**src/rtl/bsg_fifo_1r1w_small_width_p4_els_p4.sv**
```systemverilog
// bsg_fifo_1r1w_small_width_p4_els_p4
// Small first-word-fall-through FIFO between a valid/ready producer and a
// valid/yumi consumer. Circular buffer with wrap-bit pointers.
// Optional feature: define BSG_FIFO_COUNT_EN to add the count_o occupancy port.
module bsg_fifo_1r1w_small_width_p4_els_p4 #(
  parameter int width_p = 4,
  parameter int els_p   = 4
) (
  input  logic               clk_i,
  input  logic               reset_i,
  input  logic               v_i,
  input  logic [width_p-1:0] data_i,
  output logic               ready_o,
  output logic               v_o,
  output logic [width_p-1:0] data_o,
  input  logic               yumi_i
`ifdef BSG_FIFO_COUNT_EN
  ,
  output logic [$clog2(els_p+1)-1:0] count_o
`endif
);

  localparam int IDX_W = $clog2(els_p);
  localparam int PTR_W = IDX_W + 1;

  // Storage is deliberately left unreset; the pointers alone define validity.
  logic [width_p-1:0] mem_q [els_p];

  logic [PTR_W-1:0] wptr_q, wptr_d;
  logic [PTR_W-1:0] rptr_q, rptr_d;

  logic full;
  logic empty;
  logic enq;
  logic deq;

  // Same index with opposite wrap bits means the writer is a full lap ahead.
  assign empty = (wptr_q == rptr_q);
  assign full  = (wptr_q[IDX_W-1:0] == rptr_q[IDX_W-1:0]) &&
                 (wptr_q[IDX_W] != rptr_q[IDX_W]);

  // Handshakes are gated by the registered flags, so a push into a full FIFO
  // or a yumi on an empty FIFO has no effect, and no input reaches an output.
  assign enq = v_i & ~full;
  assign deq = yumi_i & ~empty;

  assign ready_o = ~full;
  assign v_o     = ~empty;
  assign data_o  = mem_q[rptr_q[IDX_W-1:0]];

  // Next-state pointers: advance by one on a handshake, wrapping naturally.
  always_comb begin
    wptr_d = wptr_q + PTR_W'(enq);
    rptr_d = rptr_q + PTR_W'(deq);
  end

  // Pointer registers; asynchronous reset empties the FIFO immediately.
  always_ff @(posedge clk_i or posedge reset_i) begin
    if (reset_i) begin
      wptr_q <= '0;
      rptr_q <= '0;
    end else begin
      wptr_q <= wptr_d;
      rptr_q <= rptr_d;
    end
  end

  // Write the accepted word into the slot addressed by the write index.
  always_ff @(posedge clk_i) begin
    if (enq) begin
      mem_q[wptr_q[IDX_W-1:0]] <= data_i;
    end
  end

`ifdef BSG_FIFO_COUNT_EN
  localparam int CNT_W = $clog2(els_p + 1);

  // Modular pointer difference gives 0..els_p directly from registered state.
  logic [PTR_W-1:0] occ;
  assign occ     = wptr_q - rptr_q;
  assign count_o = CNT_W'(occ);
`endif

endmodule

```
**config.mk**
```make
export PLATFORM = sky130hd
export DESIGN_NAME = bsg_fifo_1r1w_small_width_p4_els_p4
export DESIGN_NICKNAME = d
export VERILOG_FILES = /design/src/rtl/bsg_fifo_1r1w_small_width_p4_els_p4.sv
export SDC_FILE = /design/constraint.sdc
export NUM_CORES = 1
export LEC_CHECK = 0
export BUFFER_PORTS_ARGS = -buffer_cell sky130_fd_sc_hd__buf_2
export CORE_MARGIN = 2
export CORE_UTILIZATION = 41
export CTS_CLUSTER_SIZE = 14
export DETAILED_ROUTE_END_ITERATION = 10
export GPL_ROUTABILITY_DRIVEN = 0
export GPL_TIMING_DRIVEN = 0
export PLACE_DENSITY = 0.68
export SLEW_MARGIN = 40
export SYNTH_ARGS = -nofsm -noshare
export SYNTH_HDL_FRONTEND = slang
export SYNTH_SLANG_ARGS = --single-unit
```
**constraint.sdc**
```tcl
create_clock -name clk_i -period 2.2 [get_ports clk_i]
set_clock_uncertainty 0.05 [all_clocks]
set_input_delay 0.11 -clock clk_i [delete_from_list [all_inputs] [get_ports clk_i]]
set_output_delay 0.11 -clock clk_i [all_outputs]
set_load 0.005 [all_outputs]
```
==> summary.txt, run 1 <==
Status: finished, final reports clean
Max clock buf depth: 2
# diodes: 0
Worst hold path type: in2reg
Drt total wl: 1498 um
Critical path's most frequent cell: ha_1
Part of the Yosys area used for sequential elements: 66.32%
FMAX: 561.5 MHz
EDFF count, synth: 16
CTS tree: done
Rel. slew slack: 62.71%
Core Util, Final: 52.15%
CP Class: reg2reg
DR pass1 iterations: 4
Area of the die: 0.002721 mm^2
Antenna-violating nets left: 0
Worst path top cell family by delay: XOR/XNOR gates
Final hold vios: 0
Die Height: 52.16 um
Maximum VDD drop: 0.6909 mV
Die width: 52.16 um
Pleak: 0.4615 nW
Placed Cells: 93
Post-CTS setup buffer count: 0
Initial Util: 42.99%
IO Pins: 14
Vias in the first global route: 494
Setup-violating endpoint count in the final report: 0
CTS sink count: 22
Final Critical Period: 1.781 ns
Syn-to-layout area delta: 21.32%
Syn Area/Cell: 18.29 um^2
Grt ovf: 0
Synth area leader: edfxtp_1
Layout net count: 87
Fin worst setup slack: 0.4192 ns
Worst EP arrival: 1.94 ns
Residual DRC: 0
Worst slack, placed: 0.4432 ns
Clock Latency Late Sink: 0.31 ns
RSZ-0062 raised after global routing: false
Total Power: 1.571 mW
Synth warn: 0
FFs w/ async S/R, synth: 27.27%
Pwr dens: 1362 mW/mm^2
Top cell type's share of synthesized area: 50.53%
Most frequent cells after synthesis: edfxtp_1 (16), dfrtp_1 (6), a31oi_1 (5)
WHS: 0.1301 ns
WP data required: 2.36 ns
Setup crit start kind: register
Synth Flop Type: edfxtp_1
CP max stage delay: 0.40 ns
Critical-path top delay cell: dfrtp_1
First-pass GRT wire length: 2387 um
Critical path cell sequence: buf_2, xnor2_2, a31oi_1, ha_1, ha_1, xor2_1
Seq cells post-synth: 22
Syn Inst Count: 52
Max-slew violation count: 0
Initial antenna violation count: 0
Core Box Area: 0.002212 mm^2
CP endpoint kind: register
Tightest Pin Transition: 0.5567 ns
Cell area after layout: 0.001154 mm^2
Post-placement cell area: 0.001051 mm^2
Max-Cap Viols: 0
Final period util: 80.95%
First DRT Iteration DRCs: 13
Routed vias: 531
Final non-filler cell total: 102
PortBufs: 13
Largest net degree at the start of global routing: 14
CTS buffer count: 3
Wirelength per Cell: 14.69 um
Total negative slack: 0 ns
Post-Syn Nets: 64
CTS H-Tree Depth: 1
Site row count: 17
Crit path buffers/inverters: 1
Count leader, synth: edfxtp_1
Largest cells by area after synthesis: edfxtp_1 (51%), dfrtp_1 (16%), mux4_1 (11%)
Mapped Area: 950.9 um^2
Yosys cell types: 15
Worst reg2reg setup slack: 0.42 ns
Critical Path Fanout Max: 8
Worst-path clk slew: 0.12 ns
DR vias/cell: 5.206
Root Buffer: clkbuf_4
Layout cell share with drive strength beyond 1: 28.38%
GRT Resource Usage Total: 12.83%
cells by family after synthesis:
group / count (synthesis) / synth area share [%]
mux: 4 / 11.05
fa+ha+maj: 4 / 5.263
buf+inv: 4 / 1.710
simple gates: 6 / 3.684
compound gates: 6 / 4.868
xor+xnor: 6 / 7.106
flops: 22 / 66.32
timing repair:
action	in CTS	in global routing
endpoints found under the hold margin	22	0
gates resized for setup	0	0
setup endpoints to repair	0	0
hold buffers	5	0
layout make-up:
class | count | area, um^2
buffer | 1 | 5.005
clock buffer | 3 | 22.52
timing repair buffer | 18 | 115.1
tap | 28 | 35.03
inverter | 3 | 11.26
sequential | 22 | 630.6
fill | 185 | 1059
clock inverter | 1 | 30.03
multi-input combinational | 26 | 304.0
registers in the layout (all words and copies together) (netlist names):
register	cells
rptr_q	3
mem_q	16
wptr_q	3
per-layer routing:
| metal | vias to the layer above | routed length (um) | GRT usage [%] |
|---|---|---|---|
| met1 | 268 | 649 | 16.06 |
| met5 | - | 0 | 0 |
| met4 | 0 | 29 | 6.410 |
| met3 | 2 | 56 | 2.586 |
| li1 | 251 | - | - |
| met2 | 10 | 762 | 21.10 |
power by group:
part | internal (mW) | switching, mW
registers | 0.581 | 0.107
clock network | 0.184 | 0.129
logic | 0.277 | 0.293
tightest hold or removal path, cell delays in order:
cell and delay, ns:
buf_2 0.07, inv_1 0.03, a31oi_1 0.13, ha_1 0.13
path summary, 6_finish.rpt:
| path | startpoint | end | depth (start not counted) |
|---|---|---|---|
| worst max-delay path | rptr_q[0] | wptr_q[2] | 6 |
| worst min-delay path | yumi_i | rptr_q[0] | 4 |
| worst max register to register | rptr_q[0] | wptr_q[2] | 6 |
| worst min register to register | rptr_q[0] | rptr_q[0] | 1 |
| max in group asynchronous | reset_i | rptr_q[2] | 3 |
| min in group asynchronous | reset_i | wptr_q[2] | 3 |
placed cells by master, fill, tap and decap left out, drive strengths merged:
cell / netlist / final
clkbuf: 0 / 3
inv: 3 / 3
buf: 1 / 14
bufinv: 0 / 1
a31oi: 5 / 5
ha: 4 / 4
xnor2: 3 / 3
nand3: 3 / 3
edfxtp: 16 / 16
or3b: 1 / 1
dlygate4sd3: 0 / 5
nand2: 1 / 1
dfrtp: 6 / 6
mux4: 4 / 4
nand3b: 1 / 1
xor2: 3 / 3
a311oi: 1 / 1
Note: power is estimated with default switching activity, not from simulation.
==> inputs of run 2 (changes only) <==
==> constraint.sdc (replaced) <==
create_clock -name clk_i -period 1.7 [get_ports clk_i]
set_clock_uncertainty 0.05 [all_clocks]
set_input_delay 0.085 -clock clk_i [delete_from_list [all_inputs] [get_ports clk_i]]
set_output_delay 0.085 -clock clk_i [all_outputs]
set_load 0.005 [all_outputs]
==> run 2 against run 1 <==
  * Maximum frequency grew 6.5%
  * Wire length grew 4.5%
  * Combinational power grew 49%
  * Total power grew 39%
  * Hold slack lost 0.020 ns
  * Register-to-register slack lost 0.39 ns
  * Non-clock buffer count grew 1
  * Cell area grew 3.6%
  * Clock power grew 28%
  * Critical path type unchanged
==> summary.txt, run 2 (same netlist as run 1, synthesis figures left out) <==
Routed vias: 559
CTS H-Tree Depth: 1
Initial antenna violation count: 0
Clock Latency Late Sink: 0.31 ns
Die width: 52.16 um
Setup-violating endpoint count in the final report: 0
WHS: 0.1099 ns
Max-slew violation count: 0
FMAX: 598.3 MHz
PortBufs: 13
Placed Cells: 93
Total Power: 2.178 mW
Pleak: 0.4673 nW
CP Class: reg2reg
Largest net degree at the start of global routing: 14
Antenna-violating nets left: 0
Pwr dens: 1823 mW/mm^2
Core Box Area: 0.002212 mm^2
Worst-path clk slew: 0.13 ns
WP data required: 1.63 ns
Grt ovf: 0
Final Critical Period: 1.671 ns
CTS sink count: 22
Crit path buffers/inverters: 0
Final non-filler cell total: 103
DR pass1 iterations: 4
# diodes: 0
Worst slack, placed: -0.05681 ns
Maximum VDD drop: 0.7894 mV
DR vias/cell: 5.427
Critical path cell sequence: or3b_1, a31oi_1
CP max stage delay: 0.50 ns
Fin worst setup slack: 0.02860 ns
Most frequent cells in the layout: edfxtp_1 (16), buf_2 (13), a31oi_1 (5), dlygate4sd3_1 (5), dfrtp_1 (5)
IO Pins: 14
Max-Cap Viols: 0
Die Height: 52.16 um
Rel. slew slack: 62.50%
Drt total wl: 1566 um
Residual DRC: 0
Worst hold path type: in2reg
First DRT Iteration DRCs: 8
Most common library cell in the layout ignoring fill and taps: edfxtp_1
Critical Path Fanout Max: 6
Initial Util: 42.99%
Site row count: 17
Number of flip-flops in the largest register: 16
First-pass GRT wire length: 2435 um
Tightest Pin Transition: 0.5599 ns
Final period util: 98.32%
RSZ-0062 raised after global routing: true
Syn-to-layout area delta: 25.66%
Wirelength per Cell: 15.20 um
Status: finished, final reports clean
Area of the die: 0.002721 mm^2
Root Buffer: clkbuf_4
Layout cell share with drive strength beyond 1: 33.33%
Critical-path top delay cell: dfrtp_1
Worst EP arrival: 1.60 ns
CTS tree: done
CP endpoint kind: register
Layout net count: 88
Worst path top cell family by delay: flip-flops
Max clock buf depth: 2
Vias in the first global route: 509
GRT Resource Usage Total: 13.03%
CTS buffer count: 3
Final hold vios: 0
Setup crit start kind: register
[run 2: path summary, 6_finish.rpt]
path	from	cells past startpoint	end	slack (ns)
worst max-delay path	wptr_q[1]	2	mem_q[0][2]	0.03
worst min-delay path	yumi_i	4	rptr_q[0]	0.11
worst max register to register	wptr_q[1]	2	mem_q[0][2]	0.03
worst min register to register	wptr_q[2]	1	wptr_q[2]	0.52
max in group asynchronous	reset_i	3	rptr_q[1]	1.24
min in group asynchronous	reset_i	3	wptr_q[2]	0.16
[run 2: worst min-delay path, stage by stage]
cell	delay [ns]
buf_2	0.07
inv_1	0.03
a31oi_1	0.13
ha_1	0.13
[run 2: power breakdown]
group,internal (mW),leakage (nW),switching [mW]
combinational,0.450,0.224,0.400
sequential,0.754,0.216,0.174
clock,0.239,0.0279,0.162
total,1.44,0.467,0.736
[run 2: what timing repair did]
item                                   CTS  global route
resized for setup                        5             2
setup endpoints to repair               20            23
cloned                                   0             0
buffers inserted                         0             1
pin swaps                                0             1
endpoints found under the hold margin   22             0
hold buffers                             5             0
[run 2: area by class of cell]
cell class / instances / area, um^2
Fill cell: 179 / 1017
Sequential cell: 22 / 631.9
Multi-Input combinational cell: 26 / 330.3
Timing Repair Buffer: 19 / 122.6
Tap cell: 28 / 35.03
Clock inverter: 1 / 30.03
Clock buffer: 3 / 22.52
Buffer: 1 / 11.26
Inverter: 3 / 11.26
[run 2: layer usage]
| metal | part of all wire [%] | routed length (um) | up-vias | GRT usage [%] |
|---|---|---|---|---|
| li1 | - | - | 255 | - |
| met1 | 43 | 671 | 278 | 16.12 |
| met2 | 51 | 801 | 24 | 21.73 |
| met3 | 4.5 | 71 | 2 | 2.586 |
| met4 | 1.4 | 22 | 0 | 6.410 |
| met5 | 0 | 0 | - | 0 |
[run 2: stage by stage]
step           util, %  cell area, um^2  setup TNS (ns)
6_report         54.02             1195               0
4_1_cts          53.79             1190         -0.2162
3_5_place_dp     47.51             1051         -0.2600
2_1_floorplan        -            950.9               0
3_3_place_gp     47.51             1051         -0.1343
5_1_grt          54.02             1195         -0.6404
==> inputs of run 3 (changes only) <==
--- a/config.mk
+++ b/config.mk
@@ -8,6 +8,7 @@
 export BUFFER_PORTS_ARGS = -buffer_cell sky130_fd_sc_hd__buf_2
 export CORE_MARGIN = 2
 export CORE_UTILIZATION = 41
+export CTS_BUF_LIST = sky130_fd_sc_hd__clkbuf_8 sky130_fd_sc_hd__clkbuf_16
 export CTS_CLUSTER_SIZE = 14
 export DETAILED_ROUTE_END_ITERATION = 10
 export GPL_ROUTABILITY_DRIVEN = 0
==> run 3 against run 2 <==
  * First-iteration DRC count did not move
  * Final cell count fell by 0.97%
  * Hold slack gained 0.050 ns
  * Utilization is 1.0 points higher
  * Worst setup slack improved by 0.041 ns
  * Sequential power is essentially flat
  * Register-to-register slack better by 0.04 ns
  * Critical path depth increased by 1
  * Critical endpoint is now mem_q[1][0]
==> summary.txt, run 3 (same netlist as run 1, synthesis figures left out) <==
Largest net degree at the start of global routing: 14
Max clock buf depth: 2
Critical path cell sequence: buf_6, xnor2_4, a31oi_1
Part of the power in registers: 41.4%
Antenna-violating nets left: 0
Initial Util: 42.99%
FMAX: 613.3 MHz
Multi-input logic area: 340.3 um^2
CTS buffer count: 3
Hold EP: rptr_q[0]
Final period util: 95.91%
Clock Latency Late Sink: 0.26 ns
CTS H-Tree Depth: 1
Worst-path clk slew: 0.08 ns
Met2 routed WL: 798 um
Pleak: 0.4738 nW
Clk network pwr share: 21.4%
Root Buffer: clkbuf_8
Min-Delay Path Depth: 4
Worst hold path type: in2reg
Number of flip-flops in the largest register: 16
First-pass GRT wire length: 2380 um
CTS tree: done
Final hold vios: 0
WHS: 0.1600 ns
Total Power: 2.251 mW
Drt total wl: 1528 um
Post-CTS setup buffer count: 0
Max-slew violation count: 0
Placed Cells: 93
Crit path buffers/inverters: 1
Initial antenna violation count: 0
Number of cells on the worst reg-to-reg path: 3
Area of the die: 0.002721 mm^2
Status: finished, final reports clean
First DRT Iteration DRCs: 8
WP data required: 1.55 ns
Syn-to-layout area delta: 28.03%
Filler cell count in the final layout: 181
R2r startpoint: rptr_q[0]
Critical Path Fanout Max: 8
Wirelength per Cell: 14.98 um
Register area: 633.1 um^2
Rel. slew slack: 61.90%
CTS sink count: 22
Max-Cap Viols: 0
Most common library cell in the layout ignoring fill and taps: edfxtp_1
Grt ovf: 0
Met3 wire len: 71 um
CP endpoint kind: register
GRT Resource Usage Total: 12.65%
Die Height: 52.16 um
Pwr dens: 1849 mW/mm^2
CP Class: reg2reg
Worst reg2reg setup slack: 0.07 ns
Critical-path top delay cell: a31oi_1
Die width: 52.16 um
Vias in the first global route: 497
PortBufs: 13
Worst EP arrival: 1.48 ns
Residual DRC: 0
Final Critical Period: 1.631 ns
# diodes: 0
Tightest Pin Transition: 0.5689 ns
DR pass1 iterations: 4
Setup-violating endpoint count in the final report: 0
RSZ-0062 raised after global routing: true
Maximum VDD drop: 0.8914 mV
Core Box Area: 0.002212 mm^2
Final non-filler cell total: 102
Site row count: 17
Hold Crit Start: yumi_i
CP max stage delay: 0.51 ns
DR vias/cell: 5.324
Sw Pwr: 0.7431 mW
Layout net count: 87
Routed vias: 543
Int Power: 1.508 mW
DRT met1 WL: 631 um
Most frequent cells in the layout: edfxtp_1 (16), buf_2 (13), dlygate4sd3_1 (5)
Worst path top cell family by delay: compound AO/OA/AOI/OAI gates
IO Pins: 14
Switching share of power: 33.01%
R2R Path End: mem_q[1][0]
Top Metal Used: met4
Combinational group share of total power: 37.3%
Setup crit start kind: register
Layout cell share with drive strength beyond 1: 33.78%
run 3: power groups by stage:
| stage | registers, mW | logic [mW] | clock network (mW) |
|---|---|---|---|
| 3_5_place_dp | 0.904 | 0.736 | 0 |
| 6_report | 0.931 | 0.839 | 0.481 |
| 2_1_floorplan | 0.865 | 0.539 | 0 |
| 3_3_place_gp | 0.893 | 0.719 | 0 |
| 5_1_grt | 0.954 | 0.933 | 0.505 |
| 4_1_cts | 0.916 | 0.820 | 0.493 |
run 3: tightest hold or removal path, stage by stage:
cell and delay (ns):
buf_2 0.07, inv_1 0.03, a31oi_1 0.13, ha_1 0.13
run 3: area by class of cell:
cell class | count | area share [%]
Timing Repair Buffer | 18 | 9.455
Inverter | 3 | 0.9250
Buffer | 1 | 0.9250
Tap cell | 28 | 2.878
Clock inverter | 1 | 2.467
Multi-Input combinational cell | 26 | 27.95
Clock buffer | 3 | 3.392
Sequential cell | 22 | 52.00
run 3: worst max-delay path by stage:
stage,from,end,slack (ns),cells after the start
finish,rptr_q[0],mem_q[1][0],0.07,3
global route,rptr_q[0],mem_q[3][2],-0.04,3
CTS,rptr_q[1],mem_q[2][2],-0.03,2
detailed placement,rptr_q[0],wptr_q[2],-0.06,6
global placement,rptr_q[0],wptr_q[2],-0.06,6
floorplan,rptr_q[0],wptr_q[2],0.07,6
run 3: repair_timing:
action | in CTS | in global routing
pin swaps | 0 | 2
hold buffers | 5 | 0
endpoints found under the hold margin | 22 | 0
setup endpoints to repair | 16 | 20
gates resized for setup | 3 | 5
run 3: per-stage QoR:
step	utilization, %	TNS (ns)	worst slack [ns]	instance area, um^2
after detailed placement	47.51	-0.2600	-0.05681	1051
after floorplan	-	0	0.07015	950.9
after global routing	55.03	-0.2529	-0.04190	1217
after CTS	54.13	-0.1537	-0.02965	1197
after global placement	47.51	-0.1343	-0.06235	1051
final	55.03	0	0.06946	1217
run 3: routing by layer:
layer,track usage (%),vias up
li1,-,255
met3,1.724,2
met5,0,-
met1,16.09,267
met4,6.410,0
met2,21.10,19
